File: src/rtl/free_list_alloc.sv
// rtl/free_list_alloc.sv - bitmap free-list allocator with registered lowest-free tag
//
// Purpose: tracks which of N = 1<<LG_N tags are free and offers the lowest
// free tag from a flop every cycle. Retire/squash returns tags via free_*.
//
// Ports:
//   clk          sole clock, all state on posedge
//   reset_n      synchronous active-low reset
//   alloc_req    consumer takes alloc_id this cycle (only when alloc_avail)
//   alloc_avail  registered: alloc_id is a valid free tag
//   alloc_id     registered: lowest-index free tag (held when empty)
//   free_valid   return free_id to the pool
//   free_id      tag being returned
//   flush        restore the reset-state bitmap, clears double_free
//   free_count   registered number of free tags, 0..N
//   double_free  sticky: a free hit an already-free tag
module free_list_alloc #(
    parameter int LG_N       = 5,
    parameter int N_RESERVED = 4
) (
    input  logic            clk,
    input  logic            reset_n,
    input  logic            alloc_req,
    output logic            alloc_avail,
    output logic [LG_N-1:0] alloc_id,
    input  logic            free_valid,
    input  logic [LG_N-1:0] free_id,
    input  logic            flush,
    output logic [LG_N:0]   free_count,
    output logic            double_free
);

    localparam int N      = 1 << LG_N;
    localparam int CW     = LG_N + 1;
    localparam int N_LEAF = N / 4;
    localparam int LEVELS = LG_N - 2;

    localparam logic [N-1:0]    RESET_BM    = {N{1'b1}} << N_RESERVED;
    localparam logic            RESET_AVAIL = (N_RESERVED < N);
    localparam logic [LG_N-1:0] RESET_ID    = (N_RESERVED < N) ? LG_N'(N_RESERVED) : '0;
    localparam logic [CW-1:0]   RESET_CNT   = CW'(N - N_RESERVED);

    logic [N-1:0]    bitmap_q, bitmap_d;
    logic            avail_q, avail_d;
    logic [LG_N-1:0] id_q, id_d;
    logic [CW-1:0]   count_q, count_d;
    logic            dfree_q, dfree_d;

    logic            fire;
    logic            dup;

    // Search tree: level 0 holds 4-bit leaves, each higher level merges
    // pairs of nodes, preferring the lower-indexed half.
    logic            t_v   [LEVELS+1][N_LEAF];
    logic [LG_N-1:0] t_idx [LEVELS+1][N_LEAF];

    assign fire = alloc_req & avail_q;
    // A same-cycle grant of free_id means the bit is being cleared first,
    // so freeing it is a legitimate return rather than a double free.
    assign dup  = bitmap_q[free_id] & ~(fire && (id_q == free_id));

    always_comb begin
        bitmap_d = bitmap_q;
        if (fire) begin
            bitmap_d[id_q] = 1'b0;
        end
        if (free_valid) begin
            bitmap_d[free_id] = 1'b1;
        end
    end

    always_comb begin
        for (int l = 0; l <= LEVELS; l++) begin
            for (int j = 0; j < N_LEAF; j++) begin
                t_v[l][j]   = 1'b0;
                t_idx[l][j] = '0;
            end
        end
        for (int j = 0; j < N_LEAF; j++) begin
            t_v[0][j] = |bitmap_d[4*j +: 4];
            if (bitmap_d[4*j]) begin
                t_idx[0][j] = LG_N'(4*j);
            end else if (bitmap_d[4*j+1]) begin
                t_idx[0][j] = LG_N'(4*j + 1);
            end else if (bitmap_d[4*j+2]) begin
                t_idx[0][j] = LG_N'(4*j + 2);
            end else begin
                t_idx[0][j] = LG_N'(4*j + 3);
            end
        end
        for (int l = 1; l <= LEVELS; l++) begin
            for (int j = 0; j < (N_LEAF >> l); j++) begin
                t_v[l][j]   = t_v[l-1][2*j] | t_v[l-1][2*j+1];
                t_idx[l][j] = t_v[l-1][2*j] ? t_idx[l-1][2*j] : t_idx[l-1][2*j+1];
            end
        end
    end

    always_comb begin
        avail_d = t_v[LEVELS][0];
        // When nothing is free the old id is kept; consumers ignore it.
        id_d    = t_v[LEVELS][0] ? t_idx[LEVELS][0] : id_q;
        count_d = count_q - CW'(fire) + CW'(free_valid & ~dup);
        dfree_d = dfree_q | (free_valid & dup);
    end

    always_ff @(posedge clk) begin
        if (!reset_n || flush) begin
            bitmap_q <= RESET_BM;
            avail_q  <= RESET_AVAIL;
            id_q     <= RESET_ID;
            count_q  <= RESET_CNT;
            dfree_q  <= 1'b0;
        end else begin
            bitmap_q <= bitmap_d;
            avail_q  <= avail_d;
            id_q     <= id_d;
            count_q  <= count_d;
            dfree_q  <= dfree_d;
        end
    end

    assign alloc_avail = avail_q;
    assign alloc_id    = id_q;
    assign free_count  = count_q;
    assign double_free = dfree_q;

endmodule
File: config.mk
export PLATFORM = sky130hd
export DESIGN_NAME = free_list_alloc
export DESIGN_NICKNAME = d
export VERILOG_FILES = /design/src/rtl/free_list_alloc.sv
export SDC_FILE = /design/constraint.sdc
export NUM_CORES = 1
export LEC_CHECK = 0
export CAP_MARGIN = 25
export CORE_UTILIZATION = 50
export CTS_CLUSTER_SIZE = 14
export DETAILED_ROUTE_END_ITERATION = 7
export GPL_TIMING_DRIVEN = 1
export PLACE_DENSITY = 0.71
export SYNTH_ARGS = -nofsm -noshare
export SYNTH_HDL_FRONTEND = slang
export SYNTH_SLANG_ARGS = --single-unit
File: constraint.sdc
create_clock -name clk -period 4.8 [get_ports clk]
set_input_delay 0.96 -clock clk [delete_from_list [all_inputs] [get_ports clk]]
set_output_delay 0.96 -clock clk [all_outputs]
set_load 0.005 [all_outputs]
Word-level counts from Yosys, hierarchy flattened
Cells that the tools add are included.
{"block": "word_totals", "register_bits": 45, "in_bits": 10, "wordCells": 81}
{"block": "op_classes", "eq_ne": 1, "n_lt_le_gt_ge": 4, "mux": 39, "n_reduce_logical": 13, "add_sub_neg": 2, "n_bitwise": 17}
{"op": "$mux 32", "count": 2}
{"op": "$mux 5", "count": 7}
{"op": "$and 32x32->32", "count": 1}
{"op": "$mux 2", "count": 16}
{"op": "$not 32->32", "count": 1}
{"op": "$or 32x32->32", "count": 1}
{"op": "$reduce_or 4->1", "count": 8}
{"op": "$lt 5x6->1 const B", "count": 2}
{"op": "$mux 1", "count": 11}
{"op": "$demux 1 s5", "count": 2}
{"op": "$ge 5x1->1 const B", "count": 2}
{"op": "$or 1x1->1", "count": 8}
{"op": "$add 6x6->6", "count": 1}
{"op": "$and 1x6->6", "count": 1}
{"op": "$not 1->6", "count": 1}
{"op": "$sub 6x1->6", "count": 1}
{"op": "$bmux 1 s5", "count": 1}
{"op": "$eq 5x5->1", "count": 1}
{"op": "$and 1x1->1", "count": 3}
{"op": "$logic_and 1x1->1", "count": 3}
{"op": "$logic_not 1->1", "count": 1}
{"op": "$logic_or 1x1->1", "count": 1}
{"op": "$not 1->1", "count": 1}

Depth between registers and ports, before layout
{"block": "depth", "word_depth": 15, "depth_mapped": 16, "depth_no_buf": 15}

Worst setup path before layout
No wires, ideal clock.
{"block": "synth_timing", "path_kind": "input -> register", "startpoint": "input port free_id[0]", "endpoint": "register count_q[4], in the netlist free_count[4]", "setup_time_ns": 0.129, "t_arrival_ns": 3.721, "path_stages": 15, "slack_ns": 0.949, "path_buffers": 1, "cell_sequence": "buf_4 > mux4_2 > a22o_1 > nor3_1 > and4_1 > a31oi_1 > nand2b_1 > ha_1 > inv_1 > ha_1 > fa_1 > a21o_1 > a21oi_1 > xor2_1 > nand2_1"}
{"block": "synth_via", "elab_chain_cells": 7}
{"element": "start: declaration", "line_no": "27", "text": "input logic [LG_N-1:0] free_id,"}
{"element": "parallel branches: the longest is 3 deep, another holds $bmux 1 s5"}
{"element": "$and 1x1->1 *", "line_no": "60", "text": "assign dup = bitmap_q[free_id] & ~(fire && (id_q == free_id));"}
{"element": "$not 1->6 *", "line_no": "103", "text": "count_d = count_q - CW'(fire) + CW'(free_valid & ~dup);"}
{"element": "$and 1x6->6 *", "line_no": "103"}
{"element": "$add 6x6->6 *", "line_no": "103"}
{"element": "end signal: assignment", "line_no": "118", "text": "count_q <= count_d;"}
{"element": "end: declaration", "line_no": "46", "text": "logic [CW-1:0] count_q, count_d;"}
Every way passes the cells marked *. The select of a mux whose other input is x is not followed.
A chain may end at the register's enable or synchronous reset.

Worst setup path in the final report
Same ends and word-level chain as after synthesis.

==> metrics <==
core area=between 5000 and 6000 um^2; CP Max Fanout=13; Post-CTS Hold Buffers=0; share of cells above drive strength 1=roughly 13%; final setup violation count=0; initial antenna violation count=0; Final Hold Vio Count=0; CTS clk-pin slew, worst paths=approximately 80 ps; Cell Area, Placed=around 3000 um^2; Slowest cell on crit path=mux4_2; Tightest Hold Check Type=flop to flop; clock share of power=about a third; Buf/Inv on CP=3; P_leak=between 1 and 1.5 nW; #FFs+latches synth=45; Required @ worst endpoint=approximately 5000 ps; Area growth syn-to-layout=13.2%; clk buf depth=2; maxcap violations=0; f_max=~0.24 GHz; largest net degree at the start of global routing=18; clock latency on the worst-skew pair=310 ps; switching share of power=around 28%; Synth area leaders=dfxtp_1 (33%), mux4_2 (6.6%), o21ai_0 (6.3%); CTS Buf Count=5; GRT Residual Overflow=0; Final ANT Viol Nets=0; Syn Area/Cell=about 8.8 um^2; hpwl dp=about 5.3 mm; Total GRT Usage=29.4%; H-Tree Depth=2; Top delay family on crit path=adder cells; CTS root buffer=clkbuf_8; Synth area leader=dfxtp_1; syn nets=between 300 and 400; FFs w/ async S/R, synth=0%; share of the synthesized area in the top cell type=roughly 33%; Rows=26; post-cts repair resize count=0; Worst Path Class, Setup=input pin to flop; synth warn=0; crit-path max cell delay=520 ps; Mapped Cells=around 310; Synth cell types=55; Peak VDD IR=0.192 mV; outcome=finished, final reports clean; Slew Limit Fails=0; port bufs=22; Worst-Margin Slew=~700 ps; power per cell area=roughly 240 nW/um^2; Post-CTS Setup Inserts=0; main flop type after synthesis=dfxtp_1; register area share after synthesis=between 30% and 40%; Post-Synthesis Cell Area=2720 um^2; Die ar.=between 5000 and 6000 um^2; data arrival time of the critical path=between 4000 and 5000 ps; Routed Wire Length=about 7.5 mm; Die Wd=approximately 76 um; CP Cell Sequence=clkdlybuf4s50_1 > buf_4 > mux4_2 > a22o_1 > nor3_1 > and4_1 > a31oi_1 > nand2b_1 > ha_1 > inv_1 > ha_1 > fa_1 > a21o_1 > a21oi_1 > xor2_1 > nand2_1; CP startpoint kind=input pin; sequential share of power=about half; Die Y=about 76 um; Avg WL per Cell=about 19 um; TNS Setup=0 ps; RSZ-0062 raised after global routing=no; placed cell count=slightly below 400; DRT iter0 DRCs=279; Nets=roughly 350; Rel. slew slack=53.4%; CTS tree=done; most frequent CP cell=ha_1; Vias=2,531; Placer Congestion=between 0.9 and 1; vias in the first global route=~2.4k; Net Sw Power=about 0.21 mW; IO Count=23; filler instances=between 400 and 500; first-pass GRT wire length=12.1 mm; Via-to-Cell Ratio=approximately 6.3; internal power=between 0.5 and 0.6 mW; Post-synth EDFFs=0; CTS sink cnt=45; drt first pass iters=5; Period minus WS final=roughly 4300 ps; Critical Path End Type=flop; Residual DRC=0; Final period util=between 80% and 90%; clock skew=about 8.8 ps; post-route cell area=3080 um^2; Comb pwr share=around 17%; fin cells=~400; Initial Util=a little over half; Antenna diodes=0
[sequential cells by signal, summed over array words and instances, names as in the netlist]
| name | count |
|---|---|
| free_count | 6 |
| bitmap_q | 32 |
| alloc_id | 5 |
| alloc_avail | 1 |
| double_free | 1 |
[cell usage in the layout, fill, tap and decap left out, types with 4 or more instances in the layout]
cell / n
xor2_1: 6
nor3_1: 4
clkdlybuf4s50_1: 22
or2_2: 11
nand2_1: 24
and2_1: 6
mux4_2: 8
nand2b_1: 4
nand3b_1: 7
o21ai_0: 34
o21a_1: 16
clkbuf_8: 5
o31ai_1: 4
inv_1: 8
a21oi_1: 9
o211ai_1: 13
xnor2_1: 4
o21ai_1: 24
a211oi_1: 4
nor2b_1: 4
nor2_1: 9
dfxtp_1: 45
ha_1: 6
nand3_1: 5
[kinds of logic (layout without fill, tap and decap cells)]
family | Yosys count | count (layout) | synth area share [%]
flops | 45 | 45 | 33.1
xor+xnor | 10 | 10 | 3.22
buf+inv | 22 | 42 | 3.91
simple gates | 99 | 99 | 22.7
fa+ha+maj | 7 | 7 | 3.50
compound gates | 117 | 117 | 26.6
mux | 9 | 9 | 6.99
[worst paths after layout]
kind,start,to,slack [ps],cells after the start
hold / removal,double_free,double_free,510,2
setup reg to reg,bitmap_q[10],free_count[4],1610,14
hold reg to reg,double_free,double_free,510,2
setup / recovery,free_id[0],free_count[4],550,16
[stage by stage]
| stage | hold slack, ps | setup WS [ps] | power, mW | utilization [%] |
|---|---|---|---|---|
| 6_report | 507 | 548 | 0.747 | 59.5 |
| 5_1_grt | 545 | 358 | 0.783 | 59.5 |
| 4_1_cts | 500 | 542 | 0.751 | 59.5 |
| 3_5_place_dp | 471 | 248 | 0.518 | 57.8 |
| 3_3_place_gp | 471 | 246 | 0.516 | 57.5 |
| 2_1_floorplan | 460 | 949 | 0.474 | - |
[layout make-up]
class	count	area (um^2)	share of cell area (%)
Timing Repair Buffer	26	258	8.37
Multi-Input combinational cell	242	1710	55.7
Clock inverter	2	15.0	0.488
Inverter	8	30.0	0.976
Sequential cell	45	901	29.3
Tap cell	70	87.6	2.85
Clock buffer	6	72.6	2.36
[power groups by stage]
stage	Clock (mW)	Combinational (mW)	Sequential [mW]
after CTS	0.240	0.123	0.388
after floorplan	0	0.0782	0.396
final	0.236	0.123	0.388
after global routing	0.257	0.137	0.389
after global placement	0	0.120	0.396
after detailed placement	0	0.121	0.396
[cells in the mapped netlist (6+ instances only)]
cell	n
nand2_1	24
or2_2	11
nand3b_1	7
o21a_1	16
o21ai_0	34
ha_1	6
mux4_2	8
a21oi_1	9
xor2_1	6
nor2_1	9
inv_1	8
dfxtp_1	45
and2_1	6
o21ai_1	24
o211ai_1	13
clkbuf_1	9
[layer usage]
metal	track usage [%]	share of wire [%]
met2	45.1	45
met4	15.4	3.3
met5	0	0
met3	9.13	9.2
met1	36.9	43
[worst register-to-register path, cell delays in order, from the launching register on]
cell      delay, ps
dfxtp_1         340
mux4_2          450
a22o_1          230
nor3_1          160
and4_1          220
a31oi_1          50
nand2b_1        160
ha_1            280
inv_1            40
ha_1            200
fa_1            410
a21o_1          170
a21oi_1         170
xor2_1          150
nand2_1          60
No activity file was read; power rests on OpenSTA's default activity.
==> edit: new RTL, config.mk and constraints unchanged <==
`LG_N`: 5 -> 7.
--- a/src/rtl/free_list_alloc.sv
+++ b/src/rtl/free_list_alloc.sv
@@ -17,3 +17,3 @@
 module free_list_alloc #(
-    parameter int LG_N       = 5,
+    parameter int LG_N       = 7,
     parameter int N_RESERVED = 4
Interface: changed (resized alloc_id, free_count and free_id); port bits go from 23 to 29. No check against the original RTL was run, so the function may have changed too.
==> edit against the unedited design <==
- hold slack worse by 0.029 ns
- register-to-register slack worse by 1.3 ns
- final area rose to 3.6 times the old value
- sequential cell count up 100
- via count rose to 4.3 times the old value
- synthesized cell count rose to 3.6 times the old value
- wire length rose to 5.2 times the old value
- critical path depth up 5
- setup slack worse by 0.41 ns
- total power rose to 4.2 times the old value
- first-iteration DRC count rose to 5.8 times the old value
- area after synthesis rose to 3.4 times the old value
- die area rose to 3.3 times the old value
==> edit: results (changes against the unedited design) <==
Avg Cell Area, Syn=8.19 um^2 (was 8.80 um^2); final hold slack=0.478 ns (was 0.507 ns); post-place setup slack=-0.849 ns (was 0.248 ns); pwr/cell area=283 nW/um^2 (was 243 nW/um^2); R2R Path End=alloc_id[3] (was free_count[4]); initial DRC count=1610 (was 279); Critical Path End=free_count[6] (was free_count[4]); R2R Setup Slk=0.33 ns (was 1.61 ns); dpl cell area=10300 um^2 (was 2990 um^2); fin nets=1216 (was 345); GPL Wtd Cong=1.10 (was 0.973); 1st-pass router iterations=8 (was 5); antenna violations before repair=1 (was 0); period utilization=97.1% (was 88.6%); Root Driver=clkbuf_16 (was clkbuf_8); post-route insts no fill=1437 (was 399); max FFs per register=128 (was 32); vias per inst=7.49 (was 6.34); clk_lat worst skew=0.45 ns (was 0.31 ns); largest fanout on the critical path=9 (was 13); most instantiated cells after synthesis=145 x dfxtp_1, 115 x o31ai_1, 105 x nand2_1 (was 45 x dfxtp_1, 34 x o21ai_0, 24 x nand2_1, 24 x o21ai_1, 16 x o21a_1); sequential-to-total area share from yosys stat=31.7% (was 33.1%); Worst-Margin Slew=1.15 ns (was 0.699 ns); Pleak=3.77 nW (was 1.02 nW); reg2reg path depth=9 (was 14); vias in the first global route=10100 (was 2408); CP top delay family=multiplexers (was adder cells); TritonCTS Buffers=17 (was 5); Worst Path Arrival=4.96 ns (was 4.46 ns); H-tree levels=4 (was 2); Worst Skew=0.0160 ns (was 0.00884 ns); PortBufs=28 (was 22); DP HPWL=27.1 mm (was 5.34 mm); Hold EP=double_free (unchanged); largest net degree at the start of global routing=58 (was 18); fraction of layout cells with a size suffix above 1=22.1% (was 12.8%); run status=finished clean (unchanged); distinct cell type count after synthesis=73 (was 55); syn_nets=1139 (was 326); all-layer global routing usage=42.7% (was 29.4%); Critical R2R Launch=alloc_id[4] (was bitmap_q[10]); WL final=39.4 mm (was 7.54 mm); Peak supply drop=0.276 mV (was 0.192 mV); first-pass GRT wire length=59.4 mm (was 12.1 mm); Synth area leaders=dfxtp_1 32%, o31ai_1 9.4%, a22oi_1 5.3% (was dfxtp_1 33%, mux4_2 6.6%, o21ai_0 6.3%); Setup crit start=free_id[2] (was free_id[0]); FILL cells=1553 (was 473); CTS clk-pin slew, worst paths=0.06 ns (was 0.08 ns)
[edit: metal layers]
metal	GRT usage, %	part of all wire [%]	wire length [um]	up-vias
met2	62.2	41	16300	989
li1	-	-	-	4530
met1	51.6	36	14200	4952
met3	15.2	14	5650	297
met5	0	0.023	9	-
met4	31.1	8.4	3320	2
[edit: power breakdown]
part	switching [mW]	internal, mW	total, mW
registers	0.0119	1.22	1.23
clock network	0.572	0.913	1.49
logic	0.258	0.198	0.456
total	0.842	2.33	3.17
[edit: cell type report]
class / count / share of cell area [%]
Sequential cell: 145 / 25.9
Clock buffer: 20 / 4.17
Clock inverter: 12 / 1.61
Tap cell: 229 / 2.56
Timing Repair Buffer: 151 / 11.7
Multi-Input combinational cell: 863 / 53.5
Inverter: 17 / 0.570
[edit: what timing repair did]
action	in CTS	in global routing
resized for setup	23	29
endpoints found under the setup margin	4	4
gates cloned	2	0
pin swaps	10	13
buffers inserted	2	4
[edit: cells by family (layout without fill, tap and decap cells)]
| group | Yosys count | count (layout) | share of synthesized area, % |
|---|---|---|---|
| XOR/XNOR | 13 | 13 | 1.24 |
| multiplexers | 6 | 6 | 1.34 |
| flip-flops | 145 | 145 | 31.7 |
| AND/OR/NAND/NOR | 362 | 362 | 22.6 |
| adder cells (fa/ha/maj) | 9 | 9 | 1.31 |
| buffers and inverters | 110 | 200 | 4.85 |
| AO/OA/AOI/OAI | 473 | 473 | 37.0 |
[edit: worst min-delay path, stage by stage (launching register included)]
cell and delay (ns):
dfxtp_1 0.33, a21oi_1 0.04, nor2_1 0.07
